<file path="config.mk">
export PLATFORM = sky130hd
export DESIGN_NAME = mole_scheduler
export DESIGN_NICKNAME = d
export VERILOG_FILES = /design/src/rtl/mole_scheduler.sv
export SDC_FILE = /design/constraint.sdc
export NUM_CORES = 1
export LEC_CHECK = 0
export ABC_AREA = 1
export BUFFER_PORTS_ARGS = -buffer_cell sky130_fd_sc_hd__buf_2
export CAP_MARGIN = 20
export CORE_ASPECT_RATIO = 2
export CORE_MARGIN = 1
export CORE_UTILIZATION = 63
export CTS_BUF_LIST = sky130_fd_sc_hd__clkbuf_2
export DETAILED_ROUTE_END_ITERATION = 7
export PLACE_DENSITY = 0.91
export SKIP_CTS_REPAIR_TIMING = 1
export SKIP_LAST_GASP = 1
export SYNTH_ARGS = -nofsm -noshare
export SYNTH_HDL_FRONTEND = slang
export SYNTH_SLANG_ARGS = --single-unit
</file>
<file path="constraint.sdc">
create_clock -name clk -period 4.76 [get_ports clk]
set_input_delay 1.19 -clock clk [delete_from_list [all_inputs] [get_ports clk]]
set_output_delay 1.19 -clock clk [all_outputs]
set_load 0.02 [all_outputs]
</file>
<file path="src/rtl/mole_scheduler.sv">
// Whack-a-mole round sequencer: alternates dark gaps and lit shows, picks the lit
// hole from a free-running LFSR and tallies rounds and hits for the score logic.
module mole_scheduler #(
    parameter logic [27:0] SHOW_BASE  = 28'd50_000_000,
    parameter logic [27:0] GAP_CYCLES = 28'd25_000_000,
    parameter logic [4:0]  ROUNDS     = 5'd30,
    parameter logic [7:0]  LFSR_SEED  = 8'hA5
) (
    input  logic        clk,
    input  logic        reset,
    input  logic        start,
    input  logic [1:0]  level,
    input  logic        hit,
    output logic        mole_on,
    output logic [2:0]  mole_sel,
    output logic [4:0]  round,
    output logic [4:0]  score,
    output logic        busy,
    output logic        done,
    output logic [27:0] period
);

    typedef enum logic [1:0] {
        ST_IDLE   = 2'd0,
        ST_GAP    = 2'd1,
        ST_SHOW   = 2'd2,
        ST_FINISH = 2'd3
    } state_t;

    state_t      state_r, state_s;
    logic [27:0] counter_r, counter_s;
    logic [1:0]  level_q_r, level_q_s;
    logic [7:0]  lfsr_r;
    logic        mole_on_r, mole_on_s;
    logic [2:0]  mole_sel_r, mole_sel_s;
    logic [4:0]  round_r, round_s;
    logic [4:0]  score_r, score_s;
    logic        busy_r, busy_s;
    logic        done_r, done_s;
    logic [27:0] period_r, period_s;
    logic        round_end_s;
    logic        last_round_s;

    // Fibonacci step for x^8+x^6+x^5+x^4+1
    function automatic logic [7:0] lfsr_next(input logic [7:0] v);
        return {v[6:0], v[7] ^ v[5] ^ v[4] ^ v[3]};
    endfunction

    assign round_end_s  = hit || (counter_r == 28'd0);
    assign last_round_s = ((round_r + 5'd1) == ROUNDS);

    // State register
    always_ff @(posedge clk or posedge reset) begin
        if (reset) begin
            state_r <= ST_IDLE;
        end else begin
            state_r <= state_s;
        end
    end

    // Next-state decode
    always_comb begin
        state_s = state_r;
        case (state_r)
            ST_IDLE: begin
                if (start) state_s = ST_GAP;
                else       state_s = ST_IDLE;
            end
            ST_GAP: begin
                if (counter_r == 28'd0) state_s = ST_SHOW;
                else                    state_s = ST_GAP;
            end
            ST_SHOW: begin
                if (round_end_s) begin
                    if (last_round_s) state_s = ST_FINISH;
                    else              state_s = ST_GAP;
                end else begin
                    state_s = ST_SHOW;
                end
            end
            ST_FINISH: state_s = ST_IDLE;
            default:   state_s = ST_IDLE;
        endcase
    end

    // Datapath and output next values; a hit on the last show cycle still scores
    always_comb begin
        counter_s  = counter_r;
        level_q_s  = level_q_r;
        mole_on_s  = mole_on_r;
        mole_sel_s = mole_sel_r;
        round_s    = round_r;
        score_s    = score_r;
        busy_s     = busy_r;
        done_s     = 1'b0;
        period_s   = period_r;
        case (state_r)
            ST_IDLE: begin
                if (start) begin
                    level_q_s = level;
                    period_s  = SHOW_BASE >> level;
                    round_s   = 5'd0;
                    score_s   = 5'd0;
                    counter_s = GAP_CYCLES - 28'd1;
                    busy_s    = 1'b1;
                end else begin
                    busy_s    = 1'b0;
                end
            end
            ST_GAP: begin
                if (counter_r == 28'd0) begin
                    counter_s  = (SHOW_BASE >> level_q_r) - 28'd1;
                    mole_on_s  = 1'b1;
                    mole_sel_s = lfsr_r[2:0];
                end else begin
                    counter_s  = counter_r - 28'd1;
                end
            end
            ST_SHOW: begin
                if (round_end_s) begin
                    mole_on_s = 1'b0;
                    round_s   = round_r + 5'd1;
                    if (hit) score_s = score_r + 5'd1;
                    else     score_s = score_r;
                    if (last_round_s) begin
                        done_s    = 1'b1;
                        counter_s = 28'd0;
                    end else begin
                        counter_s = GAP_CYCLES - 28'd1;
                    end
                end else begin
                    counter_s = counter_r - 28'd1;
                end
            end
            ST_FINISH: begin
                busy_s = 1'b0;
            end
            default: begin
                busy_s    = 1'b0;
                mole_on_s = 1'b0;
                counter_s = 28'd0;
            end
        endcase
    end

    // Datapath and output registers
    always_ff @(posedge clk or posedge reset) begin
        if (reset) begin
            counter_r  <= 28'd0;
            level_q_r  <= 2'd0;
            mole_on_r  <= 1'b0;
            mole_sel_r <= 3'd0;
            round_r    <= 5'd0;
            score_r    <= 5'd0;
            busy_r     <= 1'b0;
            done_r     <= 1'b0;
            period_r   <= 28'd0;
        end else begin
            counter_r  <= counter_s;
            level_q_r  <= level_q_s;
            mole_on_r  <= mole_on_s;
            mole_sel_r <= mole_sel_s;
            round_r    <= round_s;
            score_r    <= score_s;
            busy_r     <= busy_s;
            done_r     <= done_s;
            period_r   <= period_s;
        end
    end

    // Free-running hole picker
    always_ff @(posedge clk or posedge reset) begin
        if (reset) begin
            lfsr_r <= LFSR_SEED;
        end else begin
            lfsr_r <= lfsr_next(lfsr_r);
        end
    end

    assign mole_on  = mole_on_r;
    assign mole_sel = mole_sel_r;
    assign round    = round_r;
    assign score    = score_r;
    assign busy     = busy_r;
    assign done     = done_r;
    assign period   = period_r;

endmodule

</file>
* After elaboration in Yosys (flattened, before gate mapping)
Cells that the tools add are included.
** Storage, ports and cells
- Bits in registers :: 84
- Output and inout bits :: 44
- Input port bits :: 6
** Operators by class
- Muxes and demuxes :: 24
- Shifts and indexed selects :: 2
- Equal/unequal tests :: 8
- Add/sub/neg operators :: 4
- Reductions and logical operators :: 13
- Bitwise operators :: 3
** Operators by type and width (number)
- two-way mux 28 bit :: 3
- one-hot mux 28 bit (3 select lines) :: 1
- >> shifter 26 x 2 -> 28 bit, first input constant :: 2
- subtractor 28 x 1 -> 28 bit, second input constant :: 2
- zero test 28 bit :: 1
- two-way mux 25 bit :: 1
- two-way mux 5 bit :: 4
- one-hot mux 5 bit (2 select lines) :: 2
- adder 5 x 1 -> 5 bit, second input constant :: 2
- != test 2 bit, second input constant :: 4
- one-hot mux 2 bit (4 select lines) :: 1
- two-way mux 1 bit :: 7
- two-way mux 2 bit :: 3
- AND reduction 2 bit :: 3
- AND reduction 3 bit :: 2
- nonzero test 2 bit :: 3
- equality test 5 bit, second input constant :: 1
- equality test 2 bit, second input constant :: 2
- one-hot mux 1 bit (2 select lines) :: 2
- AND reduction 4 bit :: 1
- nonzero test 3 bit :: 1
- bitwise XOR 1 bit :: 3
- equality test 2 x 1 -> 1 bit, second input constant :: 1
- zero test 2 bit :: 1
- logical OR 1 bit :: 1

* Depth between registers and ports, before layout
Gate-level depths: netlist of run 1.
- Word-level depth :: 5
- Depth in mapped cells :: 13
- Depth with buffers taken out :: 13

* Worst setup path after synthesis of run 1
OpenSTA, ideal clock, no wires.
- Kind :: input -> register
- From :: in start
- To :: reg counter_r[12]
- Data arrival time :: 1989 ps
- Cell stages on the path :: 6
- Required time :: 4633 ps
- Setup slack :: 2644 ps
- Library setup time :: 127 ps
- Path through :: nand2_1 > o21ai_2 > inv_1 > clkbuf_1 > nor3_1 > a21oi_1
** On the way
- Cells in the longest elaborated chain, start to end :: 2
** RTL lines
- from (decl) :: RTL line 11 : input logic start,
- != test 2 bit (no source line)
- AND reduction 2 bit (no source line)
- to (signal assigned) :: RTL line 159 : counter_r <= counter_s;
- to (decl) :: RTL line 31 : logic [27:0] counter_r, counter_s;
Every way passes these cells.
A chain may end at the register's enable or synchronous reset.

* Worst setup path after layout of run 1
- From :: reg state_r[0]
- To :: reg counter_r[12]
** On the way
- Cells in the longest elaborated chain, start to end :: 3
- Elaborated cells between the ends (all ways) :: 7
- Those cells by class :: eq/ne (3); mux (1); reduce/logical (3)
** RTL lines
- from (decl) :: RTL line 30 : state_t state_r, state_s;
- from (signal assigned) :: RTL line 57 : state_r <= state_s;
- equality test 2 bit (tied with other cells) :: RTL line 97 : case (state_r)
- nonzero test 3 bit (no source line) or != test 2 bit (tied branches)
- AND reduction 2 bit (no source line)
Several ways; a longest one is shown, not always the timed one.

==> results of run 1 <==
## cell type report
cell class	count	share of cell area [%]
Clock buffer	9	1.003
Clock inverter	7	2.757
Inverter	61	5.096
Multi-Input combinational cell	395	47.03
Sequential cell	66	36.87
Tap cell	86	2.395
Timing Repair Buffer	43	4.845
## cell usage after synthesis
library cell / count / area [µm²]
nand2_1: 134 / 503.0
nor2_1: 65 / 244.0
dfrtp_1: 62 / 1551
inv_1: 53 / 198.9
nand3_1: 31 / 155.2
xor2_1: 23 / 201.4
a21oi_1: 21 / 105.1
buf_4: 16 / 120.1
o21ai_0: 15 / 75.07
nand2_2: 13 / 81.33
nor2_2: 13 / 81.33
ha_1: 10 / 125.1
nor3_1: 10 / 50.05
inv_2: 8 / 30.03
nand2_4: 7 / 78.83
nor2_4: 6 / 67.56
xnor2_1: 6 / 52.55
nand4_1: 5 / 31.28
o21ai_1: 5 / 25.02
clkbuf_1: 4 / 15.01
dfstp_2: 4 / 105.1
o22ai_1: 4 / 25.02
a31oi_1: 3 / 18.77
o21a_1: 3 / 22.52
o21ai_2: 3 / 26.28
a21oi_2: 2 / 17.52
buf_1: 2 / 7.510
a22oi_1: 1 / 7.510
clkbuf_8: 1 / 13.76
conb_1: 1 / 3.750
mux2i_1: 1 / 10.01
nand2_8: 1 / 20.02
nand2b_2: 1 / 8.760
nand3_2: 1 / 10.01
nand3_4: 1 / 17.52
nand3b_1: 1 / 7.510
nand4_2: 1 / 12.51
or2_2: 1 / 6.260
## flip-flops by register name (all words and copies together), names as in the netlist
register / count
counter_r: 28
period: 11
lfsr_r: 8
round: 5
score: 5
mole_sel: 3
state_r: 2
busy: 1
done: 1
level_q_r: 1
mole_on: 1
## worst paths after layout
path | depth (start not counted) | slack (ns) | start | end
setup reg to reg | 7 | 1.91 | state_r[0]$_DFF_PP0_ | counter_r[12]$_DFFE_PP0P_
hold reg to reg | 0 | 0.38 | lfsr_r[6]$_DFF_PP0_ | lfsr_r[7]$_DFF_PP1_
min in group asynchronous | 2 | 0.77 | reset | counter_r[5]$_DFFE_PP0P_
max in group asynchronous | 3 | 3.10 | reset | counter_r[14]$_DFFE_PP0P_
hold / removal | 0 | 0.38 | lfsr_r[6]$_DFF_PP0_ | lfsr_r[7]$_DFF_PP1_
setup / recovery | 7 | 1.91 | state_r[0]$_DFF_PP0_ | counter_r[12]$_DFFE_PP0P_
## stage by stage
step                utilization, %  hold WS (ns)  power [mW]
floorplan                        -        0.3330       1.874
global placement             68.53        0.3434       2.138
detailed placement           68.53        0.3427       2.183
CTS                          71.21        0.3799       2.650
global route                 71.21        0.3863       2.852
finish                       71.21        0.3776       2.673
## cells by family (layout without fill, tap and decap cells)
group / count (synthesis) / after routing
adder cells (fa/ha/maj): 10 / 10
multiplexers: 1 / 1
XOR/XNOR: 29 / 29
AND/OR/NAND/NOR: 291 / 291
buffers and inverters: 84 / 120
other: 1 / 7
flip-flops: 66 / 66
AO/OA/AOI/OAI: 57 / 57
## routing by layer
metal,vias to the layer above,global-route usage (%),routed length [µm]
li1,1746,-,-
met1,1709,33.07,3494
met2,181,60.82,5712
met3,73,7.973,584
met4,0,28.57,945
met5,-,0,0
## power by group
part | internal [mW] | switching (mW) | total, mW | leakage, nW
logic | 0.410 | 0.901 | 1.31 | 1.43
clock network | 0.232 | 0.230 | 0.461 | 0.0935
registers | 0.712 | 0.188 | 0.901 | 0.836
total | 1.35 | 1.32 | 2.67 | 2.35
==> reports/qor.txt, run 1 <==
Status - finished, final reports clean
Critical path type - flip-flop to flip-flop
Mapped Area - 4133 µm²
Root Buffer Master - clkbuf_2
CTS buffer count - 9
Fillers - 496
Largest family of logic cells by synthesized area - simple AND/OR/NAND/NOR gates
DP HPWL - 8.213 mm
CP Buf/Inv Count - 3
CP delay by family, top - compound AO/OA/AOI/OAI gates
Simple-gate share of the synthesized area - 33.27%
Hold crit path type - flip-flop to flip-flop
Vias in the first global route - 3714
Placed insts - 651
CTS Sinks - 66
CTS max path bufs - 2
CP peak stage delay - 0.85 ns
I/O Buffers - 42
Nets - 592
Crit-path most repeated cell - inv_1
Worst setup margin - 1.913 ns
Routed Antenna Nets - 0
Xor-xnor portion of the synthesized cell area - 6.146%
Initial DRT Pass Iterations - 5
Slew Viols, Final - 0
Worst setup SP type - flip-flop
Mux cell area share after synthesis - 0.2422%
Fin area - 4493 µm²
# diodes - 0
Minimum clock period - 2.847 ns
DIE AREA - 6907 µm²
Initial antenna violation count - 0
Area of the multi-input gates - 2113 µm²
Final std cells w/o fill - 667
Avg WL per Cell - 16.10 µm
All-Layer GR Usage - 34.76%
Post-synthesis cell type count - 38
Worst-Margin Slew - 1.079 ns
Post-Syn Area per Cell - 7.667 µm²
Power Dens Cells - 594.9 nW/µm²
Post-route DRC - 0
Dpl cell area - 4324 µm²
Vias - 3709
Peak supply drop - 574.0 µV
Routed vias/inst - 5.561
Crit-path cells - inv_1 > ha_1 > inv_1 > o21ai_2 > inv_1 > nor3_1 > a21oi_1
Cell Rows - 41
# setup viols final - 0
Slowest-stage cell, CP - o21ai_2
Clock skew - 0.02661 ns
Yosys warns - 0
Crit path DAT - 3.31 ns
Worst skew pair latency - 0.58 ns
Final worst-path cycle share - 59.82%
First-pass GRT wire length - 17.27 mm
Pre-CTS WS - 1.864 ns
# IOs - 50
Post-synthesis compound-gate area fraction - 7.811%
RSZ-0062 raised after global routing - no
Gr ovfl total - 0
Area delta synth->final - 8.719%
Seq/Total Area, Yosys - 40.08%
Post-Syn Instances - 539
Routability cong. - 0.9458
Fin. Hold Viols - 0
CTS tree - built
Pleak - 2.354 nW
Commonest non-fill, non-tap cell in the layout - nand2_1
Max-cap violation count - 0
Layout cells sized above 1 - 21.00%
Routed wire length - 10.74 mm
Post-Synth Adder-Cell Area - 3.028%
Worst EP required - 5.22 ns
Die height - 116.5 µm
Clock transition at the registers of the reported paths - 0.19 ns
Storage cell area - 1657 µm²
Largest net degree at the start of global routing - 45
Max Fclk - 351.2 MHz
Worst rel slew slack - 28.05%
Initial DRC Count - 235
#FFs+latches synth - 66
Initial cell density of the core - 65.50%
Crit end category - flip-flop
Critical-path maximum fanout - 25
Most frequent cells in the layout - nand2_1 (134), nor2_1 (65), dfrtp_1 (62), inv_1 (52), buf_2 (42)
Htree depth - 3
Die W - 59.27 µm
Area of the core - 6310 µm²
Setup_tns - 0 ns
Power figures use the tool's default switching activity.
==> run 2, diff against run 1 <==
--- a/config.mk
+++ b/config.mk
@@ -10,10 +10,10 @@
 export CAP_MARGIN = 20
 export CORE_ASPECT_RATIO = 2
 export CORE_MARGIN = 1
-export CORE_UTILIZATION = 63
+export CORE_UTILIZATION = 61
 export CTS_BUF_LIST = sky130_fd_sc_hd__clkbuf_2
 export DETAILED_ROUTE_END_ITERATION = 7
-export PLACE_DENSITY = 0.91
+export PLACE_DENSITY = 0.89
 export SKIP_CTS_REPAIR_TIMING = 1
 export SKIP_LAST_GASP = 1
 export SYNTH_ARGS = -nofsm -noshare
==> constraint.sdc (replaced) <==
create_clock -name clk -period 2.9 [get_ports clk]
set_input_delay 0.725 -clock clk [delete_from_list [all_inputs] [get_ports clk]]
set_output_delay 0.725 -clock clk [all_outputs]
set_load 0.02 [all_outputs]
==> run 2 against run 1 <==
  * Critical path depth up 1
  * Global-route usage decreased by 1.7 points
  * Highest routed layer unchanged
  * Worst setup slack worse by 1.2 ns
  * Sequential share of layout area about the same
  * Via count is 1.1% lower
  * Hold slack got worse by 0.19 ns
  * Core utilization down 2.8 points
==> reports/qor.txt, run 2 (synthesized netlist as in run 1, its figures left out) <==
DP HPWL - 8.284 mm (+0.87%)
Hold crit path type - input pin to async pin
Final worst-path cycle share - 76.45% (+17 points)
Initial antenna violation count - 0 (unchanged)
Most frequent cells in the layout - nand2_1 (134), nor2_1 (65), dfrtp_1 (62), inv_1 (52), buf_2 (42)
Max Fclk - 451.1 MHz (+28%)
Die W - 60.20 µm (+1.6%)
Critical-path maximum fanout - 10 (-60%)
Initial cell density of the core - 62.91% (-2.6 points)
Avg WL per Cell - 15.68 µm (-2.6%)
Capturing point of the worst reg2reg path - counter_r[8]$_DFFE_PP0P_
Area of the core - 6569 µm² (+4.1%)
Worst-Margin Slew - 0.5443 ns (-0.5348 ns)
Max reg flops - 28 (unchanged)
Fin area - 4496 µm² (about the same)
R2r worst-path depth - 8 (+1)
Crit end category - flip-flop
R2R Path Start - state_r[0]$_DFF_PP0_
# diodes - 0 (unchanged)
Routed vias/inst - 5.450 (-2.0%)
Layout cells sized above 1 - 21.37% (+0.37 points)
Status - finished, final reports clean
Crit path DAT - 2.72 ns (-0.59 ns)
Largest net degree at the start of global routing - 28 (-38%)
Htree depth - 3 (unchanged)
CTS tree - built
CTS max path bufs - 2 (unchanged)
Routability cong. - 0.9603 (+1.5%)
Dpl cell area - 4357 µm² (+0.75%)
Biggest register - counter_r
Area delta synth->final - 8.780% (about the same)
Routed Antenna Nets - 0 (unchanged)
Root Buffer Master - clkbuf_2
Worst EP required - 3.40 ns (-1.82 ns)
Vias in the first global route - 3749 (+0.94%)
Worst setup SP type - flip-flop
Initial DRT Pass Iterations - 5 (unchanged)
Die height - 118.4 µm (+1.6%)
Critical path type - flip-flop to flip-flop
Nets - 596 (+0.68%)
Post-route DRC - 0 (unchanged)
Slew Viols, Final - 0 (unchanged)
Clock transition at the registers of the reported paths - 0.19 ns (about the same)
Max-cap violation count - 0 (unchanged)
Setup_tns - 0 ns (unchanged)
Gr ovfl total - 0 (unchanged)
Commonest non-fill, non-tap cell in the layout - nand2_1
All-Layer GR Usage - 33.11% (-1.7 points)
CTS Sinks - 66 (unchanged)
Minimum clock period - 2.217 ns (-0.6303 ns)
Power Dens Cells - 950.3 nW/µm² (+60%)
CTS buffer count - 9 (unchanged)
First-pass GRT wire length - 17.13 mm (-0.84%)
Pleak - 2.360 nW (+0.24%)
Worst rel slew slack - 63.66% (+36 points)
I/O Buffers - 42 (unchanged)
# setup viols final - 0 (unchanged)
DIE AREA - 7128 µm² (+3.2%)
RSZ-0062 raised after global routing - no
Peak supply drop - 973.1 µV (+70%)
Routed wire length - 10.55 mm (-1.7%)
Clock skew - 0.01967 ns (-0.006946 ns)
Worst skew pair latency - 0.54 ns (-0.04 ns)
# IOs - 50 (unchanged)
Initial DRC Count - 164 (-30%)
Fin. Hold Viols - 0 (unchanged)
Vias - 3668 (-1.1%)
R2R Setup Slk - 0.68 ns (-1.23 ns)
Cell Rows - 42 (+2.4%)
-- run 2: cell types whose count changed in the layout (fill, tap and decap cells not counted) --
cell       before  now
clkinv_4        0    2
bufinv_16       3    2
inv_6           3    0
clkinv_1        0    1
buf_4           1    5
clkinv_2        0    1
-- run 2: stage by stage --
step | hold slack (ns) | setup slack (ns) | cells | power (mW) | util, %
finish | 0.1900 | 0.6830 | 673 | 4.272 | 68.44
global route | 0.2227 | 0.5019 | 673 | 4.586 | 68.44
detailed placement | 0.3444 | 0.7870 | 657 | 3.603 | 66.32
floorplan | 0.3330 | 0.5268 | 545 | 3.076 | -
global placement | 0.3415 | 0.9008 | 657 | 3.538 | 66.32
CTS | 0.1895 | 0.7557 | 673 | 4.245 | 68.44
-- run 2: critical path, cell delays in order, from the launching register on --
cell	delay (ns)
dfrtp_1	0.43
inv_1	0.08
ha_1	0.42
inv_1	0.14
nor2_2	0.43
nand2_1	0.14
nor2_1	0.35
nand2_1	0.10
nand3_1	0.09
-- run 2: layout make-up --
type,instances,area [µm²]
clock buffer,9,45.04
fill,541,2073
tap,88,110.1
sequential,66,1657
inverter,61,229.0
clock inverter,7,93.84
multi-input combinational,395,2113
timing repair buffer,47,247.7
-- run 2: per-layer routing --
metal  part of all wire (%)  up-vias  track usage, %
li1                       -     1763               -
met1                     34     1704           34.05
met2                     54      147           55.49
met3                    4.5       54           6.893
met4                    7.4        0           24.42
met5                      0        -               0
-- run 2: where the power goes --
part	internal, mW	total [mW]	leakage, nW	switching (mW)
clock network	0.283	0.636	0.0795	0.352
registers	1.17	1.47	0.836	0.301
logic	0.687	2.17	1.44	1.48
total	2.14	4.27	2.36	2.13
-- run 2: worst max path at each step --
stage                               from  cells past startpoint                        end
finish              state_r[0]$_DFF_PP0_                      8   counter_r[8]$_DFFE_PP0P_
global route        state_r[0]$_DFF_PP0_                      8  counter_r[17]$_DFFE_PP0P_
CTS                 state_r[0]$_DFF_PP0_                      8  counter_r[17]$_DFFE_PP0P_
detailed placement  state_r[0]$_DFF_PP0_                      8   counter_r[8]$_DFFE_PP0P_
global placement    state_r[0]$_DFF_PP0_                      8   counter_r[8]$_DFFE_PP0P_
floorplan                          reset                      1           busy$_DFFE_PP0P_
==> run 3, diff against run 2 <==
==> constraint.sdc (replaced) <==
create_clock -name clk -period 2.23 [get_ports clk]
set_input_delay 0.5575 -clock clk [delete_from_list [all_inputs] [get_ports clk]]
set_output_delay 0.5575 -clock clk [all_outputs]
set_load 0.02 [all_outputs]
==> run 3 against run 2 <==
  * Routed wire length is 8.7% higher
  * Critical path type unchanged
  * Final area is 1.3% higher
  * Clock power increased by 31%
  * Non-clock buffer count rose by 6
  * Highest routed layer unchanged
  * Core utilization up 0.88 points
==> reports/qor.txt, run 3 (synthesized netlist as in run 1, its figures left out) <==
Slew Viols, Final - 0 (unchanged)
CTS buffer count - 9 (unchanged)
Nets - 602 (+1.0%)
Initial cell density of the core - 62.91% (unchanged)
CP Buf/Inv Count - 0 (-2)
DP HPWL - 9.069 mm (+9.5%)
Commonest non-fill, non-tap cell in the layout - nand2_1
Die height - 118.4 µm (unchanged)
Biggest register - counter_r
Fillers - 527 (-2.6%)
# diodes - 0 (unchanged)
Root Buffer Master - clkbuf_2
Area of the core - 6569 µm² (unchanged)
Post-route DRC - 0 (unchanged)
Gr ovfl total - 0 (unchanged)
Avg WL per Cell - 16.90 µm (+7.8%)
Routed wire length - 11.48 mm (+8.7%)
Final worst-path cycle share - 92.70% (+16 points)
Routability cong. - 1.049 (+9.3%)
Power Dens Cells - 1254 nW/µm² (+32%)
Clock skew - 0.03013 ns (+0.01046 ns)
Vias - 3768 (+2.7%)
CP peak stage delay - 0.49 ns (+0.06 ns)
Most frequent cells in the layout - nand2_1 (134), nor2_1 (65), dfrtp_1 (62), inv_1 (52), buf_2 (42)
Minimum clock period - 2.067 ns (-0.1497 ns)
# setup viols final - 0 (unchanged)
Die W - 60.20 µm (unchanged)
RSZ-0062 raised after global routing - no
Worst setup margin - 0.1627 ns (-0.5203 ns)
CTS max path bufs - 2 (unchanged)
Stages on worst setup path - 9 (+1)
Layout cells sized above 1 - 22.17% (+0.80 points)
Vias in the first global route - 3762 (+0.35%)
Pleak - 2.394 nW (+1.4%)
Storage cell area - 1657 µm² (unchanged)
Initial DRC Count - 220 (+34%)
All-Layer GR Usage - 35.39% (+2.3 points)
Critical path type - flip-flop to flip-flop
# IOs - 50 (unchanged)
Area of the multi-input gates - 2113 µm² (unchanged)
Slowest-stage cell, CP - dfrtp_1
Hold crit path type - input pin to async pin
Crit path DAT - 2.53 ns (-0.19 ns)
Peak supply drop - 854.8 µV (-12%)
Worst-Margin Slew - 0.5103 ns (-0.03402 ns)
Worst rel slew slack - 65.93% (+2.3 points)
Post-layout util - 69.31% (+0.88 points)
Worst skew pair latency - 0.54 ns (about the same)
Worst setup SP type - flip-flop
CP delay by family, top - simple AND/OR/NAND/NOR gates
Routed vias/inst - 5.549 (+1.8%)
Area delta synth->final - 10.17%
Status - finished, final reports clean
Initial antenna violation count - 0 (unchanged)
Max Fclk - 483.7 MHz (+7.2%)
Cell Rows - 42 (unchanged)
Clock transition at the registers of the reported paths - 0.21 ns (+0.02 ns)
Htree depth - 3 (unchanged)
Worst EP required - 2.69 ns (-0.71 ns)
Max reg flops - 28 (unchanged)
Routed Antenna Nets - 0 (unchanged)
Critical-path maximum fanout - 5 (-5)
CTS tree - built
Pre-CTS WS - 0.2533 ns (-0.5337 ns)
DIE AREA - 7128 µm² (unchanged)
I/O Buffers - 42 (unchanged)
Largest net degree at the start of global routing - 32 (+14%)
Fin. Hold Viols - 0 (unchanged)
Initial DRT Pass Iterations - 5 (unchanged)
First-pass GRT wire length - 18.17 mm (+6.1%)
R2r worst-path depth - 9 (+1)
Max-cap violation count - 0 (unchanged)
Crit end category - flip-flop
Setup_tns - 0 ns (unchanged)
CTS Sinks - 66 (unchanged)
Crit-path cells - nor2_2 > nand2_2 > nor2_4 > nand2_1 > nor2_4 > nand2_2 > nor2_1 > nor3_1 > o21ai_1
run 3: cell types whose count changed in the layout (fill, tap and decap cells not counted), sizes merged:
cell  previous run  this run
buf             47        53
run 3: where the power goes:
part | total [mW] | leakage (nW) | internal, mW | switching, mW
clock network | 0.835 | 0.0795 | 0.369 | 0.466
registers | 1.89 | 0.836 | 1.52 | 0.373
logic | 2.98 | 1.48 | 0.945 | 2.03
total | 5.71 | 2.39 | 2.84 | 2.87
run 3: per-layer routing:
metal	wire (µm)	GRT usage, %	vias up
li1	-	-	1764
met1	3943	36.51	1785
met2	6244	61.33	155
met3	416	4.814	64
met4	872	25.00	0
met5	0	0	-
run 3: layout make-up:
cell class	instances	share of cell area, %
multi-input cells	395	46.41
flip-flops and latches	66	36.38
inverters	61	5.029
clock inverters	7	2.061
repair buffers	53	6.705
well taps	88	2.418
clock buffers	9	0.9893
run 3: per-stage QoR:
step / instances / power (mW) / area, µm² / hold slack (ns)
floorplan: 545 / 4.000 / 4155 / 0.3330
finish: 679 / 5.708 / 4553 / 0.006466
CTS: 679 / 5.651 / 4553 / 0.03033
global route: 679 / 6.076 / 4553 / 0.05049
detailed placement: 663 / 4.825 / 4414 / 0.3508
global placement: 663 / 4.748 / 4414 / 0.3436
run 3: worst paths after layout:
path,end,from,slack (ns)
hold reg to reg,lfsr_r[6]$_DFF_PP0_,lfsr_r[5]$_DFF_PP1_,0.39
hold / removal,lfsr_r[6]$_DFF_PP0_,reset,0.006
setup reg to reg,counter_r[17]$_DFFE_PP0P_,counter_r[14]$_DFFE_PP0P_,0.16
setup / recovery,counter_r[17]$_DFFE_PP0P_,counter_r[14]$_DFFE_PP0P_,0.16
max in group asynchronous,counter_r[19]$_DFFE_PP0P_,reset,1.60
min in group clk,period[17]$_DFFE_PP0P_,level[0],0.24
